[config.mk]
export PLATFORM = sky130hd
export DESIGN_NAME = ssp_tx_fifo_pclk
export DESIGN_NICKNAME = d
export VERILOG_FILES = /design/src/rtl/ssp_tx_fifo_pclk.sv
export SDC_FILE = /design/constraint.sdc
export NUM_CORES = 1
export LEC_CHECK = 0
export ABC_CLOCK_PERIOD_IN_PS = 2600
export BUFFER_PORTS_ARGS = -buffer_cell sky130_fd_sc_hd__buf_2
export CORE_MARGIN = 2
export CORE_UTILIZATION = 42
export DETAILED_ROUTE_END_ITERATION = 10
export SETUP_SLACK_MARGIN = 0.3
export SLEW_MARGIN = 20
export SYNTH_ARGS = -nofsm -noshare
export SYNTH_HDL_FRONTEND = slang
export SYNTH_SLANG_ARGS = --single-unit
export TNS_END_PERCENT = 5
[constraint.sdc]
create_clock -name PCLK -period 2.6 [get_ports PCLK]
set_input_delay 0.52 -clock PCLK [delete_from_list [all_inputs] [get_ports PCLK]]
set_output_delay 0.52 -clock PCLK [all_outputs]
set_load 0.005 [all_outputs]
[src/rtl/ssp_tx_fifo_pclk.sv]
// SSP transmit FIFO, PCLK side: APB pushes in, synchronised SSPCLK pop requests drain it.
// Define SSP_TX_OVERFLOW_FLAG_EN to add the sticky TxFOvrFlag output for dropped pushes.
module ssp_tx_fifo_pclk #(
   parameter int DW = 16,
   parameter int AW = 3
) (
   input  logic          PCLK,
   input  logic          PRESETn,
   input  logic          TxFWr,
   input  logic [DW-1:0] TxFWrData,
   input  logic          TxFClr,
   input  logic          TxFRdPtrIncSync,
   input  logic          TxRxBSYSync,
   output logic [DW-1:0] TxFData,
   output logic          TxFEmpty,
   output logic          TxFNotFull,
   output logic          TxFHalfEmpty,
`ifdef SSP_TX_OVERFLOW_FLAG_EN
   output logic          SSPBSY,
   output logic          TxFOvrFlag
`else
   output logic          SSPBSY
`endif
);

   localparam logic [AW:0] DEPTH = {1'b1, {AW{1'b0}}};
   localparam logic [AW:0] HALF  = DEPTH >> 1;

   logic [DW-1:0] mem [0:(1<<AW)-1];
   logic [AW-1:0] wr_ptr;
   logic [AW-1:0] rd_ptr;
   logic [AW:0]   count;
   logic          inc_prev;

   logic pop_req;
   logic is_full;
   logic is_empty;
   logic push_ok;
   logic pop_ok;

   // A held pop level counts once; only the rising edge pops.
   assign pop_req  = TxFRdPtrIncSync & ~inc_prev;
   assign is_full  = (count == DEPTH);
   assign is_empty = (count == '0);
   assign push_ok  = TxFWr & ~is_full;
   assign pop_ok   = pop_req & ~is_empty;

   always_ff @(posedge PCLK or negedge PRESETn) begin
      if (!PRESETn) begin
         wr_ptr   <= '0;
         rd_ptr   <= '0;
         count    <= '0;
         inc_prev <= 1'b0;
      end else begin
         inc_prev <= TxFRdPtrIncSync;
         if (TxFClr) begin
            wr_ptr <= '0;
            rd_ptr <= '0;
            count  <= '0;
         end else begin
            if (push_ok) wr_ptr <= wr_ptr + 1'b1;
            if (pop_ok)  rd_ptr <= rd_ptr + 1'b1;
            case ({push_ok, pop_ok})
               2'b10:   count <= count + 1'b1;
               2'b01:   count <= count - 1'b1;
               default: count <= count;
            endcase
         end
      end
   end

   // Storage is deliberately unreset; the pointers alone define validity.
   always_ff @(posedge PCLK) begin
      if (push_ok && !TxFClr && PRESETn)
         mem[wr_ptr] <= TxFWrData;
   end

`ifdef SSP_TX_OVERFLOW_FLAG_EN
   always_ff @(posedge PCLK or negedge PRESETn) begin
      if (!PRESETn)
         TxFOvrFlag <= 1'b0;
      else if (TxFClr)
         TxFOvrFlag <= 1'b0;
      else if (TxFWr && is_full)
         TxFOvrFlag <= 1'b1;
   end
`endif

   assign TxFData      = mem[rd_ptr];
   assign TxFEmpty     = is_empty;
   assign TxFNotFull   = ~is_full;
   assign TxFHalfEmpty = (count <= HALF);
   assign SSPBSY       = TxRxBSYSync | ~is_empty;

endmodule

==> results_dict.tcl, run 1 <==
set metrics [dict create \
    grt_antenna_before_repair 1 \
    outcome "finished, final reports clean" \
    synth_area_leaders "edfxtp_1 (69%), mux4_2 (13%), dfrtp_1 (5.0%)" \
    floorplan.initialDensity 0.435 \
    grt_start_max_net_pins 27 \
    nets 368 \
    clock-sinks 139 \
    cts-root-buf "clkbuf_16" \
    static-leakage-power_nw 2.33 \
    antenna_left 0 \
    routabilityCongestion 0.720 \
    via_count_of_the_first_global_routing_pass 2866 \
    cts_max_level 4 \
    yosysUniqueCellTypes 34 \
    top_reg_cell_synth "edfxtp_1" \
    synthesis.nets 291 \
    floorplan.die_area_sq_um 14100 \
    post-route-drc-count 0 \
    buffer_ports.inserted 41 \
    share_of_the_cycle_needed_by_the_critical_path_after_routing 0.979 \
    synthCells 265 \
    seq_area_sq_um 4120 \
    layout_cell_share_with_drive_strength_beyond_1 0.444 \
    dp.final_hpwl_um 6250 \
    drt_pass1_iterations 4 \
    die_height_um 119 \
    cts.reportedPaths.clkPinSlew_ns 0.06 \
    post_drt_via_cell_ratio 5.20 \
    die_w_um 119 \
    wl_per_cell_um 20.0 \
    max_slew.worst_pin.slew_ns 0.896 \
    overflow 0 \
    timing_hold_violations_final 0 \
    design.core.area_sq_um 12700 \
    worst_clock_skew_ns 0.0186 \
    fmax_mhz 393 \
    type_of_the_worst_setup_path "flop to primary output" \
    rsz0062_at_grt "true" \
    path_depth_of_the_worst_reg2reg_path 8 \
    maxCapViolCount 0 \
    critical_path.reg2reg.startpoint "count[1]" \
    worst-endpoint-required_ns 2.08 \
    num_io_pins 42 \
    initialDrtViolationCount 172 \
    rrSetupSlack_ns 0.16 \
    vdd_ir_drop_max_v 0.000434 \
    powerDensity_nw_per_um2 793 \
    netlist_area_sq_um 5540 \
    multi_input_area_sq_um 1380 \
    core.rowCount 41 \
    synth_warnings 0 \
    hold_path.class "primary input to async pin" \
    holdWs_ns 0.0507 \
    vias 2736 \
    antenna_diode_count 0 \
    avgSynthCellArea_sq_um 20.9 \
    syn_to_final_growth_pct 23.6 \
    endpoint_kind "primary output" \
    bufs_on_longest_clock_path 2 \
    synth_top_cell_by_area "edfxtp_1" \
    ys_ff_latch 139 \
    fill_cells 1049 \
    area_fraction_of_the_dominant_cell_type_after_synthesis 0.694 \
    yosysSeqAreaShare 0.744 \
    track_usage 0.160 \
    post-place-ws_ns 0.164 \
    cts_buffers 17 \
    crit_arrival_ns 2.02 \
    clock_tree_from_tritoncts "built" \
    synth-edff-count 128 \
    wire_length_of_the_first_global_routing_pass_um 16400 \
    layout_setup_ws_ns 0.0551 \
    worst_r2r_endpoint "count[2]" \
    timing_max_transition_violations_final 0 \
    worstPathMaxFanout 7 \
    worstSetupStartpointType "flop" \
    drt_wl_total_um 10500 \
    synth_async_sr_flop_share 0.0791 \
    worst_skew_pair.late_latency_ns 0.42 \
    final_period_minus_worst_setup_slack_ns 2.54 \
    timing.final.setup_violations 0 \
    relSlewSlack 0.401 \
]
[metrics by stage]
stage | TNS (ns) | util | instances | total power, mW | instance area (sq um)
5_1_grt | -0.0284 | 0.538 | 526 | 5.62 | 6840
2_1_floorplan | 0 | - | 265 | 2.78 | 5550
3_3_place_gp | 0 | 0.480 | 489 | 2.91 | 6110
6_report | 0 | 0.538 | 526 | 5.42 | 6840
3_5_place_dp | 0 | 0.480 | 489 | 2.92 | 6110
4_1_cts | 0 | 0.529 | 520 | 5.43 | 6720
[kinds of logic (layout without fill, tap and decap cells)]
kind of cell    Yosys count  in the layout  synth area share
xor+xnor                  5              5           0.00791
compound gates           16             16            0.0215
fa+ha+maj                 4              4           0.00904
mux                      49             49             0.165
buf+inv                  14            103            0.0129
simple gates             38             38            0.0391
flops                   139            139             0.744
[worst max-delay path by stage]
stage | depth (start not counted) | slack (ns) | end | from
2_1_floorplan | 3 | 0.04 | mem[3][0] | TxFWr
3_3_place_gp | 4 | 0.22 | mem[1][3] | PRESETn
3_5_place_dp | 8 | 0.16 | count[2] | count[1]
4_1_cts | 4 | 0.02 | TxFData[14] | rd_ptr[0]
5_1_grt | 5 | -0.01 | TxFData[9] | rd_ptr[0]
6_report | 5 | 0.06 | TxFData[13] | rd_ptr[0]
[cell type report]
class	count	share of cell area
Tap cell	172	0.0315
Clock inverter	11	0.0256
Multi-Input combinational cell	112	0.202
Sequential cell	139	0.602
Timing Repair Buffer	72	0.0748
Clock buffer	20	0.0638
[synthesized netlist by cell type, types with 2 or more instances]
master,n
or3_1,2
nand3b_1,2
ha_1,4
mux2_2,16
buf_6,2
nand3_1,3
clkbuf_1,7
nand2_1,5
buf_2,3
mux4_2,32
o211ai_1,2
nor3_1,6
nor2_1,10
edfxtp_1,128
xor2_1,4
nand2b_1,2
buf_1,2
o21ai_0,3
a21oi_1,6
dfrtp_1,11
or3b_2,2
[worst max-delay path, stage by stage, from the launching register on]
cell and delay [ns]:
dfrtp_2 0.41, buf_12 0.13, clkbuf_16 0.16, mux4_2 0.49
mux2_2 0.29, buf_2 0.13
[cell usage in the layout (no fill, tap or decap), drive strengths merged, types with 2 or more instances in the layout]
cell type | Yosys | layout
or3 | 2 | 2
o211ai | 2 | 2
a21oi | 6 | 6
nor3 | 6 | 6
o21ai | 3 | 3
nand2 | 5 | 5
mux2 | 17 | 17
nand3b | 2 | 2
xor2 | 4 | 4
mux4 | 32 | 32
buf | 7 | 70
edfxtp | 128 | 128
clkbuf | 7 | 22
ha | 4 | 4
nand2b | 2 | 2
bufinv | 0 | 5
dfrtp | 11 | 11
nand3 | 3 | 3
nor2 | 10 | 10
or3b | 2 | 2
clkinv | 0 | 6
[report_power, final]
part	total, mW	switching, mW	internal [mW]	leakage [nW]
combinational	0.412	0.188	0.223	0.736
sequential	2.50	0.0227	2.48	1.30
clock	2.51	0.837	1.68	0.298
[repair_timing]
action | CTS | global route
resized for setup | 0 | 5
hold buffers | 0 | 0
pin swaps | 0 | 1
cloned | 0 | 3
buffers inserted | 0 | 3
setup endpoints to repair | 18 | 38
[registers in the layout, indices dropped and copies added, names as in the netlist]
signal    cells
inc_prev      1
mem         128
wr_ptr        3
count         4
rd_ptr        3
[metal layers]
layer  GRT usage  share of wire
met1       0.204           0.44
met2       0.260           0.52
met3      0.0478          0.033
met4      0.0625          0.011
met5           0              0
Note: power is estimated with default switching activity, not from simulation.
==> inputs of run 2 (changes only) <==
Settings changed: CTS_CLUSTER_SIZE set to 8, RECOVER_POWER set to 100.
==> run 2 against run 1 <==
Against the previous run:
- clock-buffer cell count is the same
- utilization shrank 0.65 points
- combinational power shrank 3%
- total power shrank 0.24%
- flip-flop and latch count is the same
- sequential share of layout area grew 0.74 points
- hold slack gained 0.19 ns
- non-clock buffer count is the same
- final cell count is the same
- clock power is essentially flat
- clock skew shrank 0.0046 ns
- critical path type unchanged
- critical endpoint is now TxFData[9]
==> results_dict.tcl, run 2 (synthesis gave the netlist of run 1 again) <==
set metrics [dict create \
    layout.cells.most_common "edfxtp_1" \
    timing_hold_violations_final 0 \
    largest_registers "mem x128, count x4" \
    drt_pass1_iterations 4 \
    cts_buffers 17 \
    num_io_pins 42 \
    holdWs_ns 0.243 \
    outcome "finished, final reports clean" \
    worstSetupPathDepth 5 \
    dpl_cell_area_sq_um 6110 \
    timing.final.setup_violations 0 \
    syn_to_final_growth_pct 22.1 \
    dp.final_hpwl_um 6250 \
    maxCapViolCount 0 \
    cts_max_level 4 \
    post-route-drc-count 0 \
    path_depth_of_the_worst_reg2reg_path 8 \
    worstPathMaxFanout 6 \
    fin_tns_setup_ns 0 \
    clock-sinks 139 \
    antenna_left 0 \
    worst_clock_skew_ns 0.0140 \
    nets 368 \
    placedCellCount 489 \
    cp_cell_sequence "buf_12 -> buf_6 -> mux4_2 -> mux2_4 -> buf_2" \
    share_of_the_cycle_needed_by_the_critical_path_after_routing 0.981 \
    type_of_the_worst_setup_path "flop to primary output" \
    static-leakage-power_nw 2.26 \
    buffer_and_inverter_count_on_the_worst_path 3 \
    buffer_ports.inserted 41 \
    cts_hold_buf 0 \
    wl_per_cell_um 20.0 \
    fmax_mhz 392 \
    min_path_cells 1 \
    relSlewSlack 0.397 \
    post-route-cell-area_sq_um 6760 \
    endpoint_kind "primary output" \
    crit_arrival_ns 2.03 \
    most_used_cells_in_the_layout_excluding_fill_and_tap_cells "edfxtp_1 (128), mux4_2 (32), clkbuf_1 (28)" \
    via_count_of_the_first_global_routing_pass 2866 \
    rrSetupSlack_ns 0.17 \
    worst_skew_pair.late_latency_ns 0.42 \
    max_slew.worst_pin.slew_ns 0.901 \
    overflow 0 \
    largest_register_ff_count 128 \
    grt_start_max_net_pins 27 \
    worst-endpoint-required_ns 2.08 \
    cts.reportedPaths.clkPinSlew_ns 0.06 \
    core.rowCount 41 \
    layout_cell_share_with_drive_strength_beyond_1 0.362 \
    grt_antenna_before_repair 0 \
    critical_path.reg2reg.startpoint "count[1]" \
    drt_wl_total_um 10500 \
    antenna_diode_count 0 \
    worstSetupStartpointType "flop" \
    worst_r2r_endpoint "count[2]" \
    rsz0062_at_grt "true" \
    max_flop_register "mem" \
    floorplan.die_area_sq_um 14100 \
    instances_no_fill 526 \
    routabilityCongestion 0.720 \
    slowest_stage "mux4_2" \
    cts-root-buf "clkbuf_16" \
    powerDensity_nw_per_um2 801 \
    hold_path.class "primary input to flop" \
    bufs_on_longest_clock_path 2 \
    vias 2754 \
    vdd_ir_drop_max_v 0.000436 \
    crit_end "TxFData[9]" \
    die_w_um 119 \
    timing_max_transition_violations_final 0 \
    totalPowerFinal_mw 5.41 \
    design.core.area_sq_um 12700 \
    timing.critical_path.max_delay_family "multiplexers" \
    start_point_of_the_critical_path "rd_ptr[0]" \
    cp_slowest_stage_delay_ns 0.51 \
    die_height_um 119 \
    track_usage 0.160 \
    initialDrtViolationCount 191 \
    post_drt_via_cell_ratio 5.24 \
    final_period_minus_worst_setup_slack_ns 2.55 \
    fill_cells 1057 \
    clock_tree_from_tritoncts "built" \
    wire_length_of_the_first_global_routing_pass_um 16400 \
    floorplan.initialDensity 0.435 \
]
## run 2: cell count changes in the layout (fill, tap and decap cells not counted), moves of 3 or more
cell | previous run | this run
nor3_1 | 2 | 5
buf_2 | 40 | 20
nor3_2 | 3 | 0
clkbuf_1 | 3 | 28
clkbuf_2 | 0 | 7
buf_4 | 25 | 13
## run 2: final cells by class
cell class                      instances  area, sq um  area share
Sequential cell                       139         4120       0.610
Multi-Input combinational cell        112         1360       0.201
Timing Repair Buffer                   72          450      0.0666
Clock buffer                           20          437      0.0646
Tap cell                              172          215      0.0318
Clock inverter                         11          175      0.0259
## run 2: worst min path at each step
stage	startpoint	endpoint
after floorplan	PRESETn	count[0]
after detailed placement	PRESETn	inc_prev
after CTS	PRESETn	inc_prev
after global placement	PRESETn	inc_prev
final	TxFRdPtrIncSync	inc_prev
after global routing	TxFRdPtrIncSync	inc_prev
## run 2: timing repair
item                                   4_1_cts  5_1_grt
pin swaps                                    0        1
setup endpoints to repair                   18       38
endpoints found under the hold margin        0        0
gates resized for setup                      0        5
cloned                                       0        3
buffers inserted                             0        3
## run 2: power by group
part,switching [mW],internal [mW]
combinational,0.188,0.210
sequential,0.0217,2.48
clock,0.838,1.68
total,1.05,4.36
## run 2: through the flow
stage               setup slack, ns  utilization
global route                -0.0132        0.531
global placement              0.224        0.480
CTS                          0.0180        0.529
detailed placement            0.164        0.480
finish                       0.0484        0.531
floorplan                    0.0412            -
## run 2: routing by layer
metal / routed length [um] / share of wire / GRT usage
met1: 4550 / 0.43 / 0.204
met2: 5480 / 0.52 / 0.260
met3: 379 / 0.036 / 0.0478
met4: 133 / 0.013 / 0.0625
met5: 0 / 0 / 0
